$ cat src/rtl/trace_pkg.sv
// Shared trace definitions: record layout, capture states and the record pack helper.
// Also consumed by the trace logger, so field offsets must stay stable.
package trace_pkg;

    localparam int REC_W          = 106;
    localparam int RD_VALUE_LSB   = 0;
    localparam int IMM_LSB        = 32;
    localparam int RS1_LSB        = 64;
    localparam int RD_LSB         = 69;
    localparam int INSTR_LSB      = 74;

    typedef enum logic [1:0] {
        ST_IDLE  = 2'd0,
        ST_ARMED = 2'd1,
        ST_POST  = 2'd2,
        ST_DONE  = 2'd3
    } state_e;

    function automatic logic [REC_W-1:0] pack_rec(
        input logic [31:0] instr,
        input logic [4:0]  rd,
        input logic [4:0]  rs1,
        input logic [31:0] imm,
        input logic [31:0] rd_value
    );
        return {instr, rd, rs1, imm, rd_value};
    endfunction

endpackage

$ cat src/rtl/trace_capture_ctrl_if.sv
// Writeback record input and drain output of the trace capture controller.
interface trace_capture_ctrl_if;
    import trace_pkg::*;

    logic              in_valid;
    logic [31:0]       in_instr;
    logic [4:0]        in_rd;
    logic [4:0]        in_rs1;
    logic [31:0]       in_imm;
    logic [31:0]       in_rd_value;
    logic              out_valid;
    logic              out_ready;
    logic [REC_W-1:0]  out_rec;

    modport master (
        output in_valid, in_instr, in_rd, in_rs1, in_imm, in_rd_value, out_ready,
        input  out_valid, out_rec
    );

    modport slave (
        input  in_valid, in_instr, in_rd, in_rs1, in_imm, in_rd_value, out_ready,
        output out_valid, out_rec
    );

endinterface

$ cat src/rtl/trace_ring_buf.sv
// Circular record store: a write when full overwrites the oldest entry, and
// the read port always presents the entry at rd_ptr.
module trace_ring_buf
    import trace_pkg::*;
#(
    parameter int DEPTH = 16,
    parameter int PTR_W = $clog2(DEPTH)
) (
    input  logic              clk,
    input  logic              rst_n,
    input  logic              clr,
    input  logic              wr_en,
    input  logic [REC_W-1:0]  wr_data,
    input  logic              rd_en,
    output logic [REC_W-1:0]  rd_data,
    output logic [PTR_W:0]    count,
    output logic              full
);

    localparam logic [PTR_W-1:0] PTR_ONE  = PTR_W'(1);
    localparam logic [PTR_W:0]   CNT_ONE  = (PTR_W+1)'(1);
    localparam logic [PTR_W:0]   CNT_FULL = (PTR_W+1)'(DEPTH);

    logic [REC_W-1:0] mem_r [DEPTH];
    logic [PTR_W-1:0] wr_ptr_r;
    logic [PTR_W-1:0] rd_ptr_r;
    logic [PTR_W:0]   count_r;

    assign full    = (count_r == CNT_FULL);
    assign count   = count_r;
    assign rd_data = mem_r[rd_ptr_r];

    // Pointer and occupancy bookkeeping; a full write drags rd_ptr along.
    always_ff @(posedge clk or negedge rst_n) begin
        if (!rst_n) begin
            wr_ptr_r <= '0;
            rd_ptr_r <= '0;
            count_r  <= '0;
        end else if (clr) begin
            wr_ptr_r <= '0;
            rd_ptr_r <= '0;
            count_r  <= '0;
        end else if (wr_en) begin
            wr_ptr_r <= wr_ptr_r + PTR_ONE;
            if (full) begin
                rd_ptr_r <= rd_ptr_r + PTR_ONE;
            end else begin
                count_r <= count_r + CNT_ONE;
            end
        end else if (rd_en && (count_r != '0)) begin
            rd_ptr_r <= rd_ptr_r + PTR_ONE;
            count_r  <= count_r - CNT_ONE;
        end
    end

    // Record storage; contents are only observed through the gated drain port.
    always_ff @(posedge clk) begin
        if (wr_en) begin
            mem_r[wr_ptr_r] <= wr_data;
        end
    end

endmodule

$ cat src/rtl/trace_capture_ctrl.sv
// Trigger-driven capture of retired-instruction records with pre/post history,
// followed by an oldest-first drain to the trace sink.
module trace_capture_ctrl
    import trace_pkg::*;
#(
    parameter int DEPTH = 16,
    parameter int PTR_W = $clog2(DEPTH)
) (
    input  logic                 clk,
    input  logic                 rst_n,
    trace_capture_ctrl_if.slave  bus,
    input  logic                 arm,
    input  logic                 abort,
    input  logic [31:0]          trig_instr,
    input  logic [31:0]          trig_mask,
    input  logic [PTR_W-1:0]     post_count,
    output logic [1:0]           state_o,
    output logic                 triggered,
    output logic                 overflow
);

    localparam logic [PTR_W-1:0] PTR_ONE = PTR_W'(1);
    localparam logic [PTR_W:0]   CNT_ONE = (PTR_W+1)'(1);

    state_e            state_r, state_nx;
    logic [PTR_W-1:0]  post_rem_r, post_rem_nx;
    logic              triggered_r, triggered_nx;
    logic              overflow_r, overflow_nx;
    logic              clr_s, wr_en_s, rd_en_s;
    logic              full_s, qual_s, match_s;
    logic [PTR_W:0]    count_s;
    logic [REC_W-1:0]  wr_data_s, rd_data_s;
    logic              out_valid_s;

    // Bubbles (instr 0) are neither stored nor allowed to trigger.
    assign qual_s    = bus.in_valid && (bus.in_instr != 32'd0);
    assign match_s   = qual_s && (((bus.in_instr ^ trig_instr) & trig_mask) == 32'd0);
    assign wr_data_s = pack_rec(bus.in_instr, bus.in_rd, bus.in_rs1, bus.in_imm, bus.in_rd_value);

    trace_ring_buf #(
        .DEPTH (DEPTH),
        .PTR_W (PTR_W)
    ) u_ring (
        .clk     (clk),
        .rst_n   (rst_n),
        .clr     (clr_s),
        .wr_en   (wr_en_s),
        .wr_data (wr_data_s),
        .rd_en   (rd_en_s),
        .rd_data (rd_data_s),
        .count   (count_s),
        .full    (full_s)
    );

    assign out_valid_s   = (state_r == ST_DONE) && (count_s != '0);
    assign bus.out_valid = out_valid_s;
    assign bus.out_rec   = out_valid_s ? rd_data_s : '0;
    assign state_o       = state_r;
    assign triggered     = triggered_r;
    assign overflow      = overflow_r;

    // State, post-trigger counter and sticky capture flags.
    always_ff @(posedge clk or negedge rst_n) begin
        if (!rst_n) begin
            state_r     <= ST_IDLE;
            post_rem_r  <= '0;
            triggered_r <= 1'b0;
            overflow_r  <= 1'b0;
        end else begin
            state_r     <= state_nx;
            post_rem_r  <= post_rem_nx;
            triggered_r <= triggered_nx;
            overflow_r  <= overflow_nx;
        end
    end

    // Next-state and buffer control; abort outranks arm and any capture.
    always_comb begin
        state_nx     = state_r;
        post_rem_nx  = post_rem_r;
        triggered_nx = triggered_r;
        overflow_nx  = overflow_r;
        clr_s        = 1'b0;
        wr_en_s      = 1'b0;
        rd_en_s      = 1'b0;
        if (abort) begin
            state_nx = ST_IDLE;
            clr_s    = 1'b1;
        end else begin
            case (state_r)
                ST_IDLE: begin
                    if (arm) begin
                        clr_s        = 1'b1;
                        triggered_nx = 1'b0;
                        overflow_nx  = 1'b0;
                        post_rem_nx  = post_count;
                        state_nx     = ST_ARMED;
                    end else begin
                        state_nx = ST_IDLE;
                    end
                end
                ST_ARMED: begin
                    if (qual_s) begin
                        wr_en_s     = 1'b1;
                        overflow_nx = overflow_r | full_s;
                        if (match_s) begin
                            triggered_nx = 1'b1;
                            state_nx     = (post_rem_r == '0) ? ST_DONE : ST_POST;
                        end else begin
                            state_nx = ST_ARMED;
                        end
                    end else begin
                        state_nx = ST_ARMED;
                    end
                end
                ST_POST: begin
                    if (qual_s) begin
                        wr_en_s     = 1'b1;
                        overflow_nx = overflow_r | full_s;
                        post_rem_nx = post_rem_r - PTR_ONE;
                        state_nx    = (post_rem_r == PTR_ONE) ? ST_DONE : ST_POST;
                    end else begin
                        state_nx = ST_POST;
                    end
                end
                ST_DONE: begin
                    if (count_s == '0) begin
                        state_nx = ST_IDLE;
                    end else if (bus.out_ready) begin
                        rd_en_s  = 1'b1;
                        state_nx = (count_s == CNT_ONE) ? ST_IDLE : ST_DONE;
                    end else begin
                        state_nx = ST_DONE;
                    end
                end
                default: begin
                    state_nx = ST_IDLE;
                    clr_s    = 1'b1;
                end
            endcase
        end
    end

endmodule

$ cat src/flat_wrapper.sv
// flat-port wrapper written by rule: the top's interface ports become plain ports
module trace_capture_ctrl_flat import trace_pkg::*;
#(
    parameter int DEPTH = 16,
    parameter int PTR_W = $clog2(DEPTH)
)
  (clk, rst_n, arm, abort, trig_instr, trig_mask, post_count, state_o, triggered, overflow, bus_in_valid, bus_in_instr, bus_in_rd, bus_in_rs1, bus_in_imm, bus_in_rd_value, bus_out_ready, bus_out_valid, bus_out_rec);
  trace_capture_ctrl_if bus_i ();
  input  logic clk;
  input  logic rst_n;
  input  logic arm;
  input  logic abort;
  input  logic [31:0] trig_instr;
  input  logic [31:0] trig_mask;
  input  logic [PTR_W-1:0] post_count;
  output logic [1:0] state_o;
  output logic triggered;
  output logic overflow;
  input wire logic [$bits(bus_i.in_valid)-1:0] bus_in_valid;
  input wire logic [$bits(bus_i.in_instr)-1:0] bus_in_instr;
  input wire logic [$bits(bus_i.in_rd)-1:0] bus_in_rd;
  input wire logic [$bits(bus_i.in_rs1)-1:0] bus_in_rs1;
  input wire logic [$bits(bus_i.in_imm)-1:0] bus_in_imm;
  input wire logic [$bits(bus_i.in_rd_value)-1:0] bus_in_rd_value;
  input wire logic [$bits(bus_i.out_ready)-1:0] bus_out_ready;
  output wire logic [$bits(bus_i.out_valid)-1:0] bus_out_valid;
  output wire logic [$bits(bus_i.out_rec)-1:0] bus_out_rec;
  assign bus_i.in_valid = bus_in_valid;
  assign bus_i.in_instr = bus_in_instr;
  assign bus_i.in_rd = bus_in_rd;
  assign bus_i.in_rs1 = bus_in_rs1;
  assign bus_i.in_imm = bus_in_imm;
  assign bus_i.in_rd_value = bus_in_rd_value;
  assign bus_i.out_ready = bus_out_ready;
  assign bus_out_valid = bus_i.out_valid;
  assign bus_out_rec = bus_i.out_rec;
  trace_capture_ctrl #(.DEPTH(DEPTH), .PTR_W(PTR_W)) u_core (.clk(clk), .rst_n(rst_n), .bus(bus_i), .arm(arm), .abort(abort), .trig_instr(trig_instr), .trig_mask(trig_mask), .post_count(post_count), .state_o(state_o), .triggered(triggered), .overflow(overflow));
endmodule
$ cat config.mk
export PLATFORM = sky130hd
export DESIGN_NAME = trace_capture_ctrl_flat
export DESIGN_NICKNAME = d
export VERILOG_FILES = /design/src/rtl/trace_pkg.sv /design/src/rtl/trace_capture_ctrl_if.sv /design/src/rtl/trace_ring_buf.sv /design/src/rtl/trace_capture_ctrl.sv /design/src/flat_wrapper.sv
export SDC_FILE = /design/constraint.sdc
export NUM_CORES = 1
export LEC_CHECK = 0
export CAP_MARGIN = 40
export CORE_ASPECT_RATIO = 1.4
export CORE_MARGIN = 2
export CORE_UTILIZATION = 35
export DETAILED_ROUTE_END_ITERATION = 6
export HOLD_SLACK_MARGIN = 0.02
export PLACE_DENSITY = 0.58
export SYNTH_ARGS = -nofsm -noshare
export SYNTH_HDL_FRONTEND = slang
export SYNTH_HIERARCHICAL = 1
export SYNTH_SLANG_ARGS = --single-unit
$ cat constraint.sdc
create_clock -name clk -period 14.79 [get_ports clk]
set_input_delay 1.479 -clock clk [delete_from_list [all_inputs] [get_ports clk]]
set_output_delay 1.479 -clock clk [all_outputs]
set_load 0.02 [all_outputs]
Word-level counts from Yosys, hierarchy flattened
Memories as Yosys holds them, arrays and structs flattened.
Cells that the tools add are included.
{ "classes": {"addsub": 5, "n_eq_ne": 13, "muxes": 43, "bitwise_logic": 4, "n_reduce_logical": 21} }
{ "ops": {"columns": ["op", "count"], "rows": [
  ["106-bit 2-to-1 mux", 1],
  ["32-bit bitwise AND", 1],
  ["32-bit zero test", 1],
  ["4-bit 2-to-1 mux", 8],
  ["32-bit nonzero test", 1],
  ["32-bit XOR", 1],
  ["5-bit 2-to-1 mux", 4],
  ["1-bit 2-to-1 mux", 19],
  ["2-bit 2-to-1 mux", 7],
  ["4-bit by 1-bit adder with 4-bit output (second input constant)", 2],
  ["2-bit by 1-bit inequality test with 1-bit output (second input constant)", 4],
  ["2-bit one-hot mux with 4 select lines", 1],
  ["4-bit one-hot mux with 2 select lines", 1],
  ["4-bit AND reduction", 2],
  ["2-bit nonzero test", 4],
  ["5-bit by 1-bit adder with 5-bit output (second input constant)", 1],
  ["5-bit by 1-bit == test with 1-bit output (second input constant)", 1],
  ["5-bit == test (second input constant)", 1],
  ["5-bit zero test", 1],
  ["5-bit AND reduction", 1],
  ["5-bit nonzero test", 1],
  ["5-bit by 1-bit subtractor with 5-bit output (second input constant)", 1],
  ["2-bit == test (second input constant)", 2],
  ["4-bit by 1-bit == test with 1-bit output (second input constant)", 1],
  ["other kinds (14)", 19]
]} }
{ "totals": {"register_bits": 21, "ram_bits": 1696, "input_bits": 180, "out_inout_bits": 111, "wordCells": 94, "n_memories": 1} }
{ "mem_list": {"columns": ["memory", "depth", "word_bits", "rd", "rd_clocked_by_memory_dff", "write_ports", "line_no", "source"], "rows": [
  ["u_core.u_ring.mem_r", 16, 106, 1, 0, 1, "trace_ring_buf.sv:24", "logic [REC_W-1:0] mem_r [DEPTH];"]
]} }

Logic depth before layout (Yosys ltp)
{ "depth": {"depth_word": 8, "mapped_depth": 10, "mapped_depth_nobuf": 10} }

Cells and area by module
The synthesis kept the hierarchy.
{ "by_module_without_submodules": {"columns": ["mod", "n_inst", "cells_per_inst", "area_per_inst_um2", "seq_area_each_um2"], "rows": [
  ["trace_ring_buf", 1, 3151, 66658.9, 51254.2],
  ["trace_capture_ctrl", 1, 251, 1819.2, 200.2]
]} }

Worst setup path before layout
Ideal clock, no wire load.
{ "synth_timing": {"kind": "input -> register", "start": "in bus_in_instr[29]", "end": "mem u_core.u_ring.mem_r[9][0] (enable)", "setup_ns": 0.701, "arrival_ns": 9.687, "required_time_ns": 14.089, "path_slack_ns": 4.402, "path_stages": 7, "n_path_buf": 1, "path_cell_list": "nor4_1 -> nand4_1 -> o21ai_2 -> nor3_1 -> clkbuf_1 -> nand2_1 -> nor3_1"} }
{ "synth_via": {"elab_chain_len": 7} }
{ "synth_lines": {"columns": ["element", "line_no", "source"], "rows": [
  ["from (decl)", "flat_wrapper.sv:20", "input wire logic [$bits(bus_i.in_instr)-1:0] bus_in_instr;"],
  ["32-bit nonzero test", "trace_capture_ctrl.sv:36", "assign qual_s = bus.in_valid && (bus.in_instr != 32'd0);"],
  ["1-bit logical AND", "trace_capture_ctrl.sv:36", null],
  ["1-bit 2-to-1 mux", "trace_capture_ctrl.sv:103, trace_capture_ctrl.sv:117", null],
  ["1-bit 2-to-1 mux", null, null],
  ["1-bit 2-to-1 mux", "trace_capture_ctrl.sv:86", "if (abort) begin"],
  ["net u_core.wr_en_s", "trace_capture_ctrl.sv:29", "logic clr_s, wr_en_s, rd_en_s;"],
  ["1-bit 2-to-1 mux", "trace_ring_buf.sv:58", "if (wr_en) begin"],
  ["1-bit 2-to-1 mux (implied by the code)", "trace_ring_buf.sv:59", "mem_r[wr_ptr_r] <= wr_data;"],
  ["to (decl)", "trace_ring_buf.sv:24", null]
]} }
The timed path passes the listed nets, and every way through them passes these cells.

Final worst setup path
{ "layout_timing": {"start": "reg u_core.u_ring.rd_ptr_r[1]", "end": "out bus_out_rec[22]"} }
{ "layout_via": {"elab_chain_len": 2} }
{ "layout_lines": {"columns": ["element", "line_no", "source"], "rows": [
  ["from (decl)", "trace_ring_buf.sv:26", "logic [PTR_W-1:0] rd_ptr_r;"],
  ["from (signal assigned)", "trace_ring_buf.sv:46", "rd_ptr_r <= rd_ptr_r + PTR_ONE;"],
  ["from (signal assigned)", "trace_ring_buf.sv:51", "rd_ptr_r <= rd_ptr_r + PTR_ONE;"],
  ["memory read 16 x 106 bit", null, null],
  ["net u_core.rd_data_s[22]", "trace_capture_ctrl.sv:32", "logic [REC_W-1:0] wr_data_s, rd_data_s;"],
  ["106-bit 2-to-1 mux", "trace_capture_ctrl.sv:57", "assign bus.out_rec = out_valid_s ? rd_data_s : '0;"],
  ["to (decl)", "flat_wrapper.sv:27", "output wire logic [$bits(bus_i.out_rec)-1:0] bus_out_rec;"]
]} }
The timed path passes the listed nets, and every way through them passes these cells.

==> impl_metrics.tcl <==
set metrics [dict create \
    reg2reg_depth 11 \
    report.final.slew_viol_count 0 \
    cts.reportedPaths.clkPinSlew_ps 60 \
    finalSetupViolCount 0 \
    design.final.nets 3962 \
    synth.distinct_cells 56 \
    p_per_area_nw_per_um2 122 \
    worst_hold_path.endpoint "u_core/triggered" \
    floorplan.die_area_um2 199000 \
    timing.final.hold_violations 0 \
    initial_antenna_violation_count 26 \
    cts_post_setup_buffers_inserted 0 \
    drt_pass1_iterations 6 \
    latest_clock_arrival_within_the_worst_skew_pair_ps 800 \
    max_freq_ghz 0.134 \
    ys_dominant_reg_cell "sky130_fd_sc_hd__edfxtp_1" \
    drv_cap 0 \
    worst-path-buf-inv 6 \
    regToRegStartpoint "u_core/state_o[1]" \
    cts_buffers 169 \
    worst_r2r_endpoint "u_core/u_ring/mem_r[11][38]" \
    pwr-share-clk_pct 42.1 \
    first_global_vias 35600 \
    critical-path-max-stage-delay_ps 820 \
    detailedRoute.firstIterationViolations 2758 \
    cts-hold-fix-buffers 0 \
    outcome "finished, final reports clean" \
    cp-startpoint "u_core/u_ring/rd_ptr_r[1]" \
    tritoncts "yes" \
    num_vias 34200 \
    cellInternalPower_uw 7780 \
    power.switching_uw 1960 \
    timing.setup.tns_ps 0 \
    maximum_number_of_pins_on_one_net_before_global_route_repair 126 \
    finish.instance_area_um2 80200 \
    placed_area_um2 74900 \
    worst-endpoint-arrival_ps 6010 \
    timing.critical_path.max_delay_family "buffers and inverters" \
    master_of_the_slowest_instance_on_the_critical_path "sky130_fd_sc_hd__buf_4" \
    cp-start-kind "register" \
    ys_ff_latch 1717 \
    numClockSinks 1717 \
    crit_path_frequent_cell "sky130_fd_sc_hd__buf_4" \
    synthesis.nets 3597 \
    worst-setup-path-type "reg2out" \
    fillerInstances 17300 \
    vias_per_cell 5.24 \
    globalRouteOverflowTotal 0 \
    detail_route.wl_per_cell_um 26.5 \
    multiInputGateArea_um2 15800 \
    hold_path.startpoint "u_core/triggered" \
    final_antenna_net_count 0 \
    fin_skew_ps 24.6 \
    gr-usage-all-layers_pct 17.3 \
    cts-resized-gates 0 \
    port-buffer-count 290 \
    whs_path_depth 2 \
    slew_headroom_pct 32.0 \
    synth.avg_cell_area_um2 20.1 \
    worstPathMaxFanout 47 \
    grt_pass1_wl_mm 249 \
    yosys_warnings 6 \
    worst_pin_slew_ps 1020 \
    cts_max_path_buffers 3 \
    power.switching_fraction_pct 20.1 \
    areaGrowthSynthToFinish_pct 17.1 \
    end_kind "output pin" \
    timing.hold.worst.class "reg2reg" \
    finalCriticalPeriod_ps 7490 \
    drt_wl_total_mm 173 \
    final_layout_size_suffix_gt1_share_pct 18.6 \
    grt_setup_unrepaired "false" \
    std_cell_rows 192 \
    drc 0 \
    core_area_um2 195000 \
    timing.critical_path.required_ps 13310 \
    synth_enable_flop_cells 1696 \
    die_w_um 378 \
    dieHeight_um 527 \
    setup_slack_reg_to_reg_ps 10470 \
    critical_path.cell_chain "buf_4 -> buf_4 -> nor2b_4 -> buf_4 -> buf_4 -> buf_4 -> a221oi_1 -> a22oi_1 -> nand2_1 -> and2_1 -> clkdlybuf4s50_1" \
    htree_num_levels 4 \
    master_cell_of_the_clock_root_buffer "sky130_fd_sc_hd__clkbuf_16" \
    floorplan.initialDensity_pct 35.1 \
    ioPinCount 291 \
    total_leakage_power_uw 0.0243 \
    async_flop_share_pct 1.22 \
    fin_crit_sh_pct 50.6 \
    synth-seq-area-share_pct 75.1 \
    detailed_place_hpwl_mm 93.5 \
    peakVddDrop_mv 0.0990 \
    power.share.sequential_pct 55.1 \
    combPwrFrac_pct 2.8 \
    final-seq-area_um2 51500 \
    post_synth_inst_count 3402 \
    synth_area_um2 68500 \
    gpl.final_weighted_congestion 0.713 \
]
[layer usage]
layer,vias up,track usage (%),share of wire (%)
met5,-,0,0.065
met4,20,4.78,2.2
met3,250,3.00,5.3
met2,919,29.1,50
met1,18200,22.9,43
li1,14900,-,-
[worst max-delay path by stage]
stage	depth (start not counted)	end
3_5_place_dp	11	bus_out_rec[35]
6_report	11	bus_out_rec[22]
2_1_floorplan	7	u_core/u_ring/mem_r[9][0]
3_3_place_gp	10	bus_out_rec[77]
5_1_grt	11	bus_out_rec[22]
4_1_cts	11	bus_out_rec[35]
[power by group through the flow]
stage / Sequential (uW) / Clock, uW / Combinational (uW)
global placement: 5470 / 0 / 272
floorplan: 5470 / 0 / 127
CTS: 5370 / 4200 / 283
detailed placement: 5470 / 0 / 282
global route: 5370 / 4390 / 303
finish: 5370 / 4100 / 277
[cell families after synthesis]
family | synth area share (%)
DFF | 75.1
muxes | 13.3
AOI/OAI and AO/OA | 6.66
and+or+nand+nor | 2.30
buffers and inverters | 1.84
xor gates and xnor gates | 0.473
adders and majority gates | 0.285
[synthesized netlist by cell type, types with 5 or more instances]
cell type,count,area (um2)
sky130_fd_sc_hd__nor4_1,9,56.3
sky130_fd_sc_hd__edfxtp_1,1696,50900
sky130_fd_sc_hd__o21ai_0,106,531
sky130_fd_sc_hd__clkbuf_1,59,221
sky130_fd_sc_hd__a22oi_1,119,893
sky130_fd_sc_hd__buf_2,53,265
sky130_fd_sc_hd__nor3_1,5,25.0
sky130_fd_sc_hd__mux2i_1,430,4300
sky130_fd_sc_hd__dfrtp_1,21,526
sky130_fd_sc_hd__mux4_2,212,4770
sky130_fd_sc_hd__buf_6,34,383
sky130_fd_sc_hd__a221oi_2,160,2400
sky130_fd_sc_hd__nand4_1,7,43.8
sky130_fd_sc_hd__o21ai_1,6,30.0
sky130_fd_sc_hd__a221oi_1,53,464
sky130_fd_sc_hd__and2_1,119,744
sky130_fd_sc_hd__buf_1,8,30.0
sky130_fd_sc_hd__a21oi_1,13,65.1
sky130_fd_sc_hd__ha_1,14,175
sky130_fd_sc_hd__nand2_1,118,443
sky130_fd_sc_hd__inv_1,15,56.3
sky130_fd_sc_hd__xor2_1,34,298
sky130_fd_sc_hd__buf_4,37,278
sky130_fd_sc_hd__nor2_1,16,60.1
[layout make-up]
class	count	area share (%)
Antenna cell	4	0.0125
Clock buffer	226	5.74
Clock inverter	85	0.798
Inverter	16	0.0843
Multi-Input combinational cell	1475	19.8
Sequential cell	1717	64.2
Tap cell	2619	4.09
Timing Repair Buffer	388	5.30
[worst register-to-register path, stage by stage (launching register included)]
cell and delay [ps]:
sky130_fd_sc_hd__dfrtp_1 420, sky130_fd_sc_hd__inv_1 80, sky130_fd_sc_hd__ha_1 300, sky130_fd_sc_hd__inv_1 50
sky130_fd_sc_hd__nor3_1 160, sky130_fd_sc_hd__buf_4 230, sky130_fd_sc_hd__inv_1 170, sky130_fd_sc_hd__nor3_1 350
sky130_fd_sc_hd__and2_4 590, sky130_fd_sc_hd__buf_4 770, sky130_fd_sc_hd__buf_4 570, sky130_fd_sc_hd__buf_12 290
[flip-flops by register name, indices dropped and copies added, names as in the netlist]
signal,cells
u_core/u_ring/mem_r,1696
u_core/u_ring/count,5
u_core/post_rem_r,4
u_core/u_ring/rd_ptr_r,4
u_core/u_ring/wr_ptr_r,4
u_core/state_o,2
u_core/overflow,1
u_core/triggered,1
[metrics by stage]
stage	cells	hold slack, ps	total power (uW)	setup WS [ps]	util, %
5_1_grt	6527	592	10100	6990	41.1
6_report	6530	556	9750	7300	41.1
4_1_cts	6526	549	9860	7130	41.1
3_5_place_dp	6215	531	5760	8010	38.4
2_1_floorplan	3402	536	5600	4400	-
3_3_place_gp	6184	541	5750	7690	38.0
[cells in the final DEF, fill, tap and decap left out, drive strengths merged, types with 3 or more instances in the layout]
cell           count
edfxtp          1696
mux2i            430
clkdlybuf4s50    290
clkbuf           226
a221oi           213
mux4             212
a22oi            121
and2             119
nand2            118
o21ai            114
buf               98
clkinv            65
xor2              34
dfrtp             21
inv               21
nor2              16
ha                14
a21oi             14
nor4              11
clkinvlp           8
bufinv             7
nand4              7
nor3               6
diode              4
nand2b             4
nand3              4
or3                4
and3               3
xnor2              3
mux2               3
nor2b              3
Power figures use the tool's default switching activity.
